`src/rtl/inst_fetch.sv`:
```
// Instruction fetch unit: walks a 10-bit PC, reads one word at a time from memory
// and hands it to the decoder over valid/ready. Optional watchdog under FETCH_TIMEOUT_EN.
module inst_fetch #(
  parameter logic [9:0] RESET_PC       = 10'h000,
  parameter logic [4:0] HALT_OPCODE    = 5'h1F,
  parameter int         TIMEOUT_CYCLES = 16
) (
  input  logic        clk,
  input  logic        rst_n,
  input  logic        start,
  input  logic        pc_load,
  input  logic [9:0]  pc_load_addr,
  input  logic        ins_ready,
  output logic        mem_req,
  output logic [9:0]  mem_addr,
  input  logic [15:0] mem_rdata,
  input  logic        mem_rvalid,
  output logic [15:0] ins,
  output logic        ins_valid,
  output logic [9:0]  pc,
  output logic        busy,
  output logic        halted,
  output logic        fault
);

  typedef enum logic [2:0] {IDLE, REQ, WAIT, OUT, HALT} state_t;

  state_t state;
  logic   squash;
  logic   timed_out;

  if (TIMEOUT_CYCLES < 1) begin : g_bad_timeout
    $error("TIMEOUT_CYCLES must be at least 1");
  end

`ifdef FETCH_TIMEOUT_EN
  localparam int               CNT_W    = $clog2(TIMEOUT_CYCLES + 1);
  localparam logic [CNT_W-1:0] CNT_LAST = CNT_W'(TIMEOUT_CYCLES - 1);

  logic [CNT_W-1:0] wait_cnt;
  logic             fault_q;

  assign fault     = fault_q;
  assign timed_out = (state == WAIT) && !mem_rvalid && (wait_cnt == CNT_LAST);

  // Counts consecutive silent WAIT cycles; any other state clears it.
  always_ff @(posedge clk) begin
    if (!rst_n) begin
      wait_cnt <= '0;
      fault_q  <= 1'b0;
    end else begin
      if (timed_out) fault_q <= 1'b1;
      if (state == WAIT && !mem_rvalid) wait_cnt <= wait_cnt + 1'b1;
      else                              wait_cnt <= '0;
    end
  end
`else
  assign fault     = 1'b0;
  assign timed_out = 1'b0;
`endif

  always_ff @(posedge clk) begin
    if (!rst_n) begin
      state     <= IDLE;
      pc        <= RESET_PC;
      mem_req   <= 1'b0;
      mem_addr  <= '0;
      ins       <= '0;
      ins_valid <= 1'b0;
      squash    <= 1'b0;
      busy      <= 1'b0;
      halted    <= 1'b0;
    end else begin
      mem_req <= 1'b0;
      case (state)
        IDLE: begin
          if (pc_load) pc <= pc_load_addr;
          else if (start) begin
            state    <= REQ;
            mem_req  <= 1'b1;
            mem_addr <= pc;
            busy     <= 1'b1;
          end
        end
        REQ: begin
          state <= WAIT;
          // The request is already on the bus; its response must be thrown away.
          if (pc_load) begin
            pc     <= pc_load_addr;
            squash <= 1'b1;
          end
        end
        WAIT: begin
          if (timed_out) begin
            state     <= HALT;
            busy      <= 1'b0;
            halted    <= 1'b1;
            ins_valid <= 1'b0;
            squash    <= 1'b0;
          end else if (pc_load) begin
            pc <= pc_load_addr;
            if (mem_rvalid) begin
              squash   <= 1'b0;
              state    <= REQ;
              mem_req  <= 1'b1;
              mem_addr <= pc_load_addr;
            end else begin
              squash <= 1'b1;
            end
          end else if (mem_rvalid) begin
            if (squash) begin
              squash   <= 1'b0;
              state    <= REQ;
              mem_req  <= 1'b1;
              mem_addr <= pc;
            end else begin
              ins       <= mem_rdata;
              ins_valid <= 1'b1;
              pc        <= pc + 10'd1;
              state     <= OUT;
            end
          end
        end
        OUT: begin
          if (pc_load) begin
            ins_valid <= 1'b0;
            pc        <= pc_load_addr;
            state     <= REQ;
            mem_req   <= 1'b1;
            mem_addr  <= pc_load_addr;
          end else if (ins_ready) begin
            ins_valid <= 1'b0;
            if (ins[14:10] == HALT_OPCODE) begin
              state  <= HALT;
              busy   <= 1'b0;
              halted <= 1'b1;
            end else begin
              state    <= REQ;
              mem_req  <= 1'b1;
              mem_addr <= pc;
            end
          end
        end
        HALT: begin
          // A watchdog fault pins the unit here until reset.
          if (pc_load && !fault) begin
            pc       <= pc_load_addr;
            state    <= REQ;
            mem_req  <= 1'b1;
            mem_addr <= pc_load_addr;
            busy     <= 1'b1;
            halted   <= 1'b0;
          end
        end
        default: state <= IDLE;
      endcase
    end
  end

endmodule

```
`config.mk`:
```
export PLATFORM = sky130hd
export DESIGN_NAME = inst_fetch
export DESIGN_NICKNAME = d
export VERILOG_FILES = /design/src/rtl/inst_fetch.sv
export SDC_FILE = /design/constraint.sdc
export NUM_CORES = 1
export LEC_CHECK = 0
export ABC_AREA = 1
export CAP_MARGIN = 30
export CORE_MARGIN = 3
export CORE_UTILIZATION = 49
export DETAILED_ROUTE_END_ITERATION = 6
export HOLD_SLACK_MARGIN = 0.03
export PLACE_DENSITY = 0.85
export SKIP_LAST_GASP = 1
export SYNTH_ARGS = -nofsm -noshare
export SYNTH_HDL_FRONTEND = slang
export SYNTH_SLANG_ARGS = --single-unit
```
`constraint.sdc`:
```
create_clock -name clk -period 3.5 [get_ports clk]
set_clock_uncertainty 0.05 [all_clocks]
set_input_delay 0.35 -clock clk [delete_from_list [all_inputs] [get_ports clk]]
set_output_delay 0.35 -clock clk [all_outputs]
set_load 0.05 [all_outputs]
```
==> results of run 1 <==
[cell families (layout without fill, tap and decap cells)]
| group | Yosys count | after routing |
|---|---|---|
| AND/OR/NAND/NOR | 168 | 168 |
| AO/OA/AOI/OAI | 77 | 77 |
| buffers and inverters | 55 | 123 |
| flip-flops | 44 | 44 |
| XOR/XNOR | 2 | 2 |
| adder cells (fa/ha/maj) | 1 | 1 |
| other | 1 | 1 |
[worst min-delay path: stages, from the launching register on]
cell	delay, ns
dfxtp_1	0.32
inv_1	0.05
a21oi_1	0.05
[cell type report]
type / count / area, um^2 / share of cell area, %
tap: 50 / 62.56 / 2.042
inverter: 41 / 153.9 / 5.025
sequential: 44 / 880.8 / 28.76
timing repair buffer: 74 / 740.7 / 24.18
multi-input combinational: 249 / 1109 / 36.19
clock inverter: 3 / 47.55 / 1.552
clock buffer: 5 / 68.82 / 2.247
[path summary, 6_finish.rpt]
| check | start | endpoint | slack (ns) | cells after the start |
|---|---|---|---|---|
| setup / recovery | pc_load | mem_addr[7] | 1.47 | 8 |
| hold / removal | ins[8] | ins[8] | 0.40 | 2 |
| hold reg to reg | ins[8] | ins[8] | 0.40 | 2 |
| setup reg to reg | state[2] | pc[8] | 1.58 | 7 |
[flip-flops by register name (all words and copies together), names as in the netlist]
name	cells
squash	1
pc	10
mem_addr	10
busy	1
state	3
ins_valid	1
ins	16
halted	1
mem_req	1
[routing by layer]
layer | vias to the layer above | GRT usage, %
met3 | 9 | 6.977
met1 | 1017 | 26.98
met4 | 0 | 6.439
met2 | 68 | 35.95
li1 | 1231 | -
met5 | - | 0
[metrics by stage]
step,std cells,hold WS (ns),worst slack [ns]
after global placement,457,0.3816,0.9117
after detailed placement,458,0.3864,1.157
final,466,0.3955,1.475
after global routing,466,0.4193,1.239
after floorplan,348,0.4038,1.804
after CTS,466,0.3971,1.478
[power by group]
group | internal, W | switching, W | total, W
clock network | 0.000215 | 0.000187 | 0.000402
registers | 0.000547 | 0.0000416 | 0.000588
logic | 0.000178 | 0.000318 | 0.000496
total | 0.000939 | 0.000547 | 0.00149
[cell usage in the layout, fill, tap and decap left out, types with 5 or more instances in the layout]
| cell | count |
|---|---|
| a21oi_1 | 41 |
| clkdlybuf4s50_1 | 71 |
| nand3_1 | 16 |
| nand2_1 | 84 |
| clkbuf_8 | 5 |
| inv_1 | 39 |
| o21ai_0 | 31 |
| nor2_1 | 61 |
| dfxtp_1 | 44 |
==> results.py, run 1 <==
metrics = {
    "timing": {
        "hold_violations": 0,
        "setup_violations": 0,
        "drv_slew": 0,
        "grt_setup_unrepaired": "false",
        "slew_headroom_pct": 48.94,
        "period_minus_slack_ns": 2.025,
        "finalSetupTns_ns": 0,
        "worst_pin_slew_ns": 0.7635,
        "min_period_over_period_pct": 57.87,
        "fmax_mhz": 493.7,
    },
    "place": {
        "hpwlAfterDp_mm": 4.196,
        "dpl_cell_area_um2": 2947,
        "gp_congestion": 0.8116,
        "portBuffers": 71,
    },
    "detailed_routing": {
        "drtAntennaViolNets": 0,
        "drt_wl_total_mm": 5.640,
        "viasPerCell": 4.989,
        "dr.pass1.iters": 5,
        "routed.top_layer": "met4",
        "post-route-drc-count": 0,
        "wire_per_inst_um": 12.10,
        "drt-met1-wl_mm": 2.519,
        "route.met3.wl_um": 415,
        "dr_wl_met2_mm": 2.606,
        "via_count": 2325,
        "drt-initial-drc-count": 145,
    },
    "critical_path": {
        "max_stage_delay_ns": 0.62,
        "cp_max_fo": 20,
        "worstPathCellList": "clkdlybuf4s50_1 > inv_2 > o21ai_2 > nor2_1 > a21oi_1 > nand2_1 > nand2_1 > nor2_1",
        "critPathKind": "in2reg",
        "crit_required_ns": 3.65,
        "cpLargestDelayFamily": "compound AO/OA/AOI/OAI gates",
        "end_kind": "flop",
        "cp.arrival_ns": 2.18,
        "worstSetupStartpointType": "primary input",
        "critical-path-slowest-cell": "o21ai_2",
        "critical_path_buf_inv_count": 2,
    },
    "clock_tree": {
        "clk_path_buf_depth": 2,
        "cts_sinks": 44,
        "cts-buffers-inserted": 5,
        "cts_root_buf": "clkbuf_8",
        "cts_hold_buf": 0,
        "clkTransAtPathRegs_ns": 0.09,
        "postCtsResizedCells": 0,
        "clkLatencyLatePin_ns": 0.30,
        "cts-htree-levels": 2,
        "postCtsSetupBuffers": 0,
        "cts_tree": "done",
    },
    "global_route": {
        "globalRouteOverflowTotal": 0,
        "grt_max_degree": 31,
        "grt_pass1_vias": 2108,
        "grt_pass1_wl_mm": 9.142,
        "track_usage_pct": 21.73,
        "antenna_found_initial": 0,
    },
    "logic_synthesis": {
        "synth_cells": 348,
        "synth_top_family_by_area": "simple AND/OR/NAND/NOR gates",
        "synth.largest_area_cell": "dfxtp_1",
        "ys_top_cells_by_count": "nand2_1 (84), nor2_1 (61), dfxtp_1 (44)",
        "yosysSeqAreaShare_pct": 39.55,
        "syn_avg_cell_area_um2": 6.400,
        "async_flop_share_pct": 0,
        "synth_flop_cell": "dfxtp_1",
        "yosys.area_share.simple_pct": 30.56,
        "synth_cell_types": 25,
        "synth_edf_count": 0,
        "yosysWarningCount": 0,
        "synth_fa_ha_area_share_pct": 0.5618,
        "synth_compound_area_share_pct": 17.70,
        "synth_nets": 381,
        "yosys.area.top_type_share_pct": 39.55,
        "yosys_register_bits": 44,
        "synth.cell_area_um2": 2227,
        "yosys-top-cells-area": "dfxtp_1 (40%), nand2_1 (14%), nor2_1 (10%), a21oi_1 (9.2%), o21ai_0 (7.0%)",
        "yosysMostFrequentCell": "nand2_1",
        "synth_xor_area_share_pct": 0.7865,
        "synth_mux_area_share_pct": 0,
    },
    "job": {
        "cap_violations": 0,
    },
    "final_layout": {
        "insertedDiodeCount": 0,
        "nNetsFinal": 448,
        "area_growth_pct": 37.53,
        "stdcell_area_um2": 3063,
        "final_layout_size_suffix_gt1_share_pct": 4.327,
        "fin_util_pct": 72.90,
        "fill_cells": 370,
    },
    "die": {
        "rows": 23,
        "ios": 73,
        "die_y_um": 73.42,
        "start_util_pct": 53.01,
        "die_area_um2": 5390,
        "core_um2": 4202,
        "die_w_um": 73.42,
    },
    "power": {
        "ir_drop_mv": 0.3068,
        "p_leak_nw": 1.280,
        "p_total_w": 0.001486,
        "p_per_area_nw_per_um2": 485.2,
    },
    "run_status": {
        "status": "complete, no violations",
    },
    "min_path": {
        "min-delay-path-class": "reg2reg",
    },
}
No activity file was read; power rests on OpenSTA's default activity.
==> run 2: changes to the inputs <==
Settings changed: CORE_UTILIZATION 49 to 46, PLACE_DENSITY 0.85 to 0.8.
Clock period 3.5 ns to 2 ns, I/O delays scaled along.
==> run 2 against run 1 <==
  * Combinational power up 80%
  * Global-route usage is 1.7 points lower
  * Register-to-register slack worse by 1.2 ns
  * Via count grew 1.9%
  * Clock power up 47%
  * Clock-buffer cell count is 1 higher
  * Sequential power increased by 75%
  * Total power rose by 69%
  * Hold slack better by 0.0019 ns
  * Largest cell class unchanged
  * Largest power group unchanged
==> results.py, run 2 (synthesis results as in run 1) <==
metrics = {
    "power": {
        "p_clk_share_pct": 23.5,
        "p_leak_nw": 1.291,
        "combPwrFrac_pct": 35.7,
        "switching_share_pct": 37.54,
        "p_int_w": 0.001568,
        "p_per_area_nw_per_um2": 812.6,
        "p_sw_w": 0.0009423,
        "ir_drop_mv": 0.4048,
        "pwr-share-seq_pct": 40.9,
    },
    "timing": {
        "worst_pin_slew_ns": 0.5239,
        "fmax_mhz": 539.5,
        "min_period_over_period_pct": 92.68,
        "drv_slew": 0,
        "grt_setup_unrepaired": "false",
        "slew_headroom_pct": 64.96,
        "finalSetupTns_ns": 0,
        "period_minus_slack_ns": 1.854,
        "setup_violations": 0,
        "hold_violations": 0,
        "hold_slack_ns": 0.3974,
    },
    "detailed_routing": {
        "drt-initial-drc-count": 142,
        "drtAntennaViolNets": 0,
        "dr.pass1.iters": 4,
        "wire_per_inst_um": 11.55,
        "viasPerCell": 5.011,
        "post-route-drc-count": 0,
        "via_count": 2370,
        "drt_wl_total_mm": 5.464,
    },
    "critical_path": {
        "cp.arrival_ns": 1.60,
        "reg2reg_slack_ns": 0.37,
        "r2r-end": "pc[4]",
        "worstSetupStartpointType": "flop",
        "max_stage_delay_ns": 0.85,
        "rr_worst_depth": 10,
        "critPathKind": "reg2out",
        "cpLargestDelayFamily": "buffers and inverters",
        "end_kind": "output pin",
        "crit_start": "pc[6]",
        "critical-path-slowest-cell": "clkdlybuf4s50_1",
        "r2r-start": "state[2]",
        "worstPathCellList": "clkdlybuf4s50_1",
        "crit_required_ns": 1.75,
        "cp_max_fo": 7,
        "critical_path_buf_inv_count": 1,
    },
    "clock_tree": {
        "cts-buffers-inserted": 5,
        "clkLatencyLatePin_ns": 0.29,
        "cts_sinks": 44,
        "clk_path_buf_depth": 2,
        "postCtsSetupBuffers": 0,
        "postCtsResizedCells": 0,
        "clkTransAtPathRegs_ns": 0.08,
        "cts-htree-levels": 2,
        "cts_hold_buf": 0,
        "cts_tree": "done",
        "cts_root_buf": "clkbuf_8",
    },
    "die": {
        "start_util_pct": 49.44,
        "ios": 73,
        "die_w_um": 75.58,
        "die_area_um2": 5712,
        "core_um2": 4504,
        "die_y_um": 75.58,
        "rows": 24,
    },
    "job": {
        "cap_violations": 0,
    },
    "final_layout": {
        "largest-register": "ins",
        "nNetsFinal": 453,
        "largest_reg_flops": 16,
        "largestRegisters": "ins: 16 flops, mem_addr: 10 flops, pc: 10 flops",
        "layout_commonest_cell": "nand2_1",
        "layout_common_cells": "nand2_1 (84), clkdlybuf4s50_1 (71), nor2_1 (61)",
        "final_layout_size_suffix_gt1_share_pct": 5.463,
        "area_growth_pct": 38.71,
        "insertedDiodeCount": 0,
    },
    "min_path": {
        "min_to": "ins[4]",
        "min-delay-path-class": "reg2reg",
        "min_from": "ins[4]",
        "holdPathStages": 2,
    },
    "place": {
        "hpwlAfterDp_mm": 4.158,
        "portBuffers": 71,
        "gp_congestion": 0.8697,
    },
    "global_route": {
        "grt_max_degree": 34,
        "grt_pass1_wl_mm": 8.949,
        "antenna_found_initial": 0,
        "globalRouteOverflowTotal": 0,
        "track_usage_pct": 20.08,
        "grt_pass1_vias": 2137,
    },
    "run_status": {
        "status": "complete, no violations",
    },
}
-- run 2: cell types whose count changed in the layout (fill, tap and decap cells not counted), sizes merged --
| cell | before | now |
|---|---|---|
| bufinv | 1 | 0 |
| clkbuf | 5 | 6 |
| clkinv | 2 | 0 |
| buf | 3 | 8 |
| clkinvlp | 0 | 2 |
-- run 2: area by class of cell --
class	count	area [um^2]
fill	412	1415
timing repair buffer	79	783.3
sequential	44	880.8
clock buffer	6	82.58
tap	52	65.06
multi-input combinational	249	1109
inverter	41	153.9
clock inverter	2	15.01
-- run 2: stage by stage --
stage | power (W) | setup WS (ns) | instance area [um^2] | std cells | utilization (%)
after floorplan | 0.001650 | 0.3038 | 2227 | 348 | -
after global placement | 0.001930 | 0.1141 | 2992 | 465 | 66.42
after detailed placement | 0.001942 | 0.09586 | 2992 | 465 | 66.42
after CTS | 0.002529 | 0.1435 | 3089 | 473 | 68.58
after global routing | 0.002662 | 0.09114 | 3089 | 473 | 68.58
final | 0.002510 | 0.1464 | 3089 | 473 | 68.58
-- run 2: layer usage --
| metal | track usage, % | share of wire (%) | vias to the layer above |
|---|---|---|---|
| met2 | 32.79 | 46 | 80 |
| met3 | 6.464 | 7.4 | 7 |
| met5 | 0 | 0 | - |
| li1 | - | - | 1245 |
| met4 | 6.602 | 1.3 | 0 |
| met1 | 25.08 | 45 | 1038 |
-- run 2: power groups by stage --
stage / sequential (W) / combinational [W] / clock (W)
after floorplan: 0.00129 / 0.000362 / 0
after global placement: 0.00104 / 0.000886 / 0
after detailed placement: 0.00105 / 0.000896 / 0
after CTS: 0.00103 / 0.000899 / 0.000604
after global routing: 0.00104 / 0.000983 / 0.000641
final: 0.00103 / 0.000895 / 0.000589
-- run 2: worst max path at each step --
| stage | cells after the start | slack (ns) | end |
|---|---|---|---|
| floorplan | 10 | 0.30 | pc[8] |
| global placement | 8 | 0.11 | pc[7] |
| detailed placement | 11 | 0.1 | mem_addr[0] |
| CTS | 1 | 0.14 | pc[6] |
| global route | 1 | 0.09 | pc[6] |
| finish | 1 | 0.15 | pc[6] |
==> run 3: changes to the inputs <==
--- a/config.mk
+++ b/config.mk
@@ -12,3 +12,3 @@
 export DETAILED_ROUTE_END_ITERATION = 6
-export HOLD_SLACK_MARGIN = 0.03
+export HOLD_SLACK_MARGIN = 0.08
 export PLACE_DENSITY = 0.8
--- a/constraint.sdc
+++ b/constraint.sdc
@@ -4,2 +4,2 @@
 set_output_delay 0.2 -clock clk [all_outputs]
-set_load 0.05 [all_outputs]
+set_load 0.1 [all_outputs]
==> run 3 against run 2 <==
  * Register-to-register slack barely moved
  * Combinational power rose by 27%
  * Final area fell by 2.1%
  * Critical path depth rose by 7
  * Clock power rose by 34%
  * Critical endpoint is now pc[7]
  * Via count rose by 1.9%
==> results.py, run 3 (synthesis results as in run 1) <==
metrics = {
    "run_status": {
        "status": "complete, no violations",
    },
    "critical_path": {
        "r2r-start": "state[2]",
        "rr_worst_depth": 10,
        "cpLargestDelayFamily": "buffers and inverters",
        "end_kind": "flop",
        "critical_path_buf_inv_count": 2,
        "reg2reg_slack_ns": 0.38,
        "critical-path-slowest-cell": "clkdlybuf4s50_1",
        "crit_required_ns": 2.14,
        "critPathMostFrequentCell": "nor2_1",
        "critPathKind": "in2reg",
        "r2r-end": "pc[4]",
        "cp.arrival_ns": 1.82,
        "cp_max_fo": 14,
        "worstPathCellList": "clkdlybuf4s50_1 > nor2_1 > o21ai_0 > inv_1 > nor2_4 > nand3_1 > nand2_1 > nor2_1",
        "max_stage_delay_ns": 0.62,
        "worstSetupStartpointType": "primary input",
    },
    "final_layout": {
        "insertedDiodeCount": 0,
        "fin_util_pct": 67.11,
        "area_growth_pct": 35.73,
        "largestRegisters": "ins: 16 flops, mem_addr: 10 flops, pc: 10 flops",
        "instances_no_fill": 472,
        "largest-register": "ins",
        "largest_reg_flops": 16,
        "fill_cells": 405,
        "multi_input_area_um2": 1109,
        "layout_common_cells": "nand2_1 (84), nor2_1 (61), buf_4 (47)",
        "layout_commonest_cell": "nand2_1",
        "final_layout_size_suffix_gt1_share_pct": 15.24,
        "nNetsFinal": 453,
        "regArea_um2": 883.3,
    },
    "min_path": {
        "min_from": "ins[9]",
        "min-delay-path-class": "reg2reg",
        "min_to": "ins[9]",
        "holdPathStages": 2,
    },
    "die": {
        "start_util_pct": 49.44,
        "ios": 73,
        "die_y_um": 75.58,
        "core_um2": 4504,
        "die_w_um": 75.58,
        "rows": 24,
        "die_area_um2": 5712,
    },
    "detailed_routing": {
        "drtAntennaViolNets": 0,
        "viasPerCell": 5.114,
        "via_count": 2414,
        "drt_wl_total_mm": 5.529,
        "wire_per_inst_um": 11.71,
        "drt-initial-drc-count": 140,
        "post-route-drc-count": 0,
        "dr.pass1.iters": 4,
    },
    "global_route": {
        "grt_max_degree": 39,
        "antenna_found_initial": 0,
        "grt_pass1_vias": 2147,
        "globalRouteOverflowTotal": 0,
        "track_usage_pct": 19.41,
        "grt_pass1_wl_mm": 8.845,
    },
    "timing": {
        "period_minus_slack_ns": 1.676,
        "finalSetupTns_ns": 0,
        "grt_setup_unrepaired": "false",
        "setup_violations": 0,
        "fmax_mhz": 596.8,
        "drv_slew": 0,
        "hold_violations": 0,
        "min_period_over_period_pct": 83.78,
    },
    "clock_tree": {
        "cts_hold_buf": 0,
        "cts-buffers-inserted": 5,
        "cts_tree": "done",
        "cts-htree-levels": 2,
        "postCtsSetupBuffers": 0,
        "clk_path_buf_depth": 2,
        "clkTransAtPathRegs_ns": 0.08,
        "postCtsResizedCells": 0,
        "clkLatencyLatePin_ns": 0.29,
        "cts_sinks": 44,
        "cts_root_buf": "clkbuf_8",
    },
    "job": {
        "cap_violations": 0,
    },
    "power": {
        "p_per_area_nw_per_um2": 980.6,
        "ir_drop_mv": 0.6890,
        "p_sw_w": 0.001212,
        "p_leak_nw": 1.387,
        "switching_share_pct": 40.90,
        "p_int_w": 0.001752,
        "combPwrFrac_pct": 38.4,
        "p_total_w": 0.002964,
        "pwr-share-seq_pct": 34.9,
        "p_clk_share_pct": 26.7,
    },
    "place": {
        "gp_congestion": 0.9782,
        "portBuffers": 71,
        "hpwlAfterDp_mm": 4.185,
        "numPlacedInstances": 465,
    },
}
run 3: power groups by stage:
stage / combinational [W] / clock [W] / sequential, W
after floorplan: 0.000368 / 0 / 0.00156
after global placement: 0.00113 / 0 / 0.00105
after detailed placement: 0.00114 / 0 / 0.00105
after CTS: 0.00114 / 0.000811 / 0.00103
after global routing: 0.00122 / 0.000842 / 0.00105
final: 0.00114 / 0.000792 / 0.00103
run 3: worst reg2reg max path: stages (launching register included):
cell     delay, ns
dfxtp_1       0.43
inv_2         0.09
nand2_1       0.15
nand2_1       0.09
nor2_1        0.19
buf_4         0.22
nand3_1       0.07
o21ai_0       0.08
nand2_1       0.07
nand2_1       0.06
nor2_1        0.03
run 3: worst max-delay path by stage:
stage / start / to / slack (ns) / cells past startpoint
CTS: pc_load / pc[7] / 0.36 / 8
global placement: pc_load / pc[7] / 0.07 / 8
floorplan: pc[2] / pc[7] / 0.01 / 7
finish: pc_load / pc[7] / 0.32 / 8
global route: state[0] / pc[8] / 0.19 / 10
detailed placement: pc_load / pc[7] / 0.04 / 8
run 3: area by class of cell:
class,instances,area share [%]
clock inverter,2,1.987
timing repair buffer,79,22.60
tap,52,2.152
inverter,41,5.091
multi-input combinational,249,36.67
sequential,44,29.22
clock buffer,5,2.276
run 3: routing by layer:
metal	part of all wire [%]	GRT usage, %
met1	44	23.10
met2	46	33.84
met3	9.1	5.541
met4	1.4	5.825
met5	0	0
run 3: through the flow:
step	instance area [um^2]	hold WS, ns	worst slack [ns]
global placement	2894	0.3807	0.06940
CTS	3023	0.3971	0.3587
finish	3023	0.3944	0.3244
floorplan	2230	0.2930	0.01249
global route	3023	0.4173	0.1880
detailed placement	2894	0.3839	0.04223
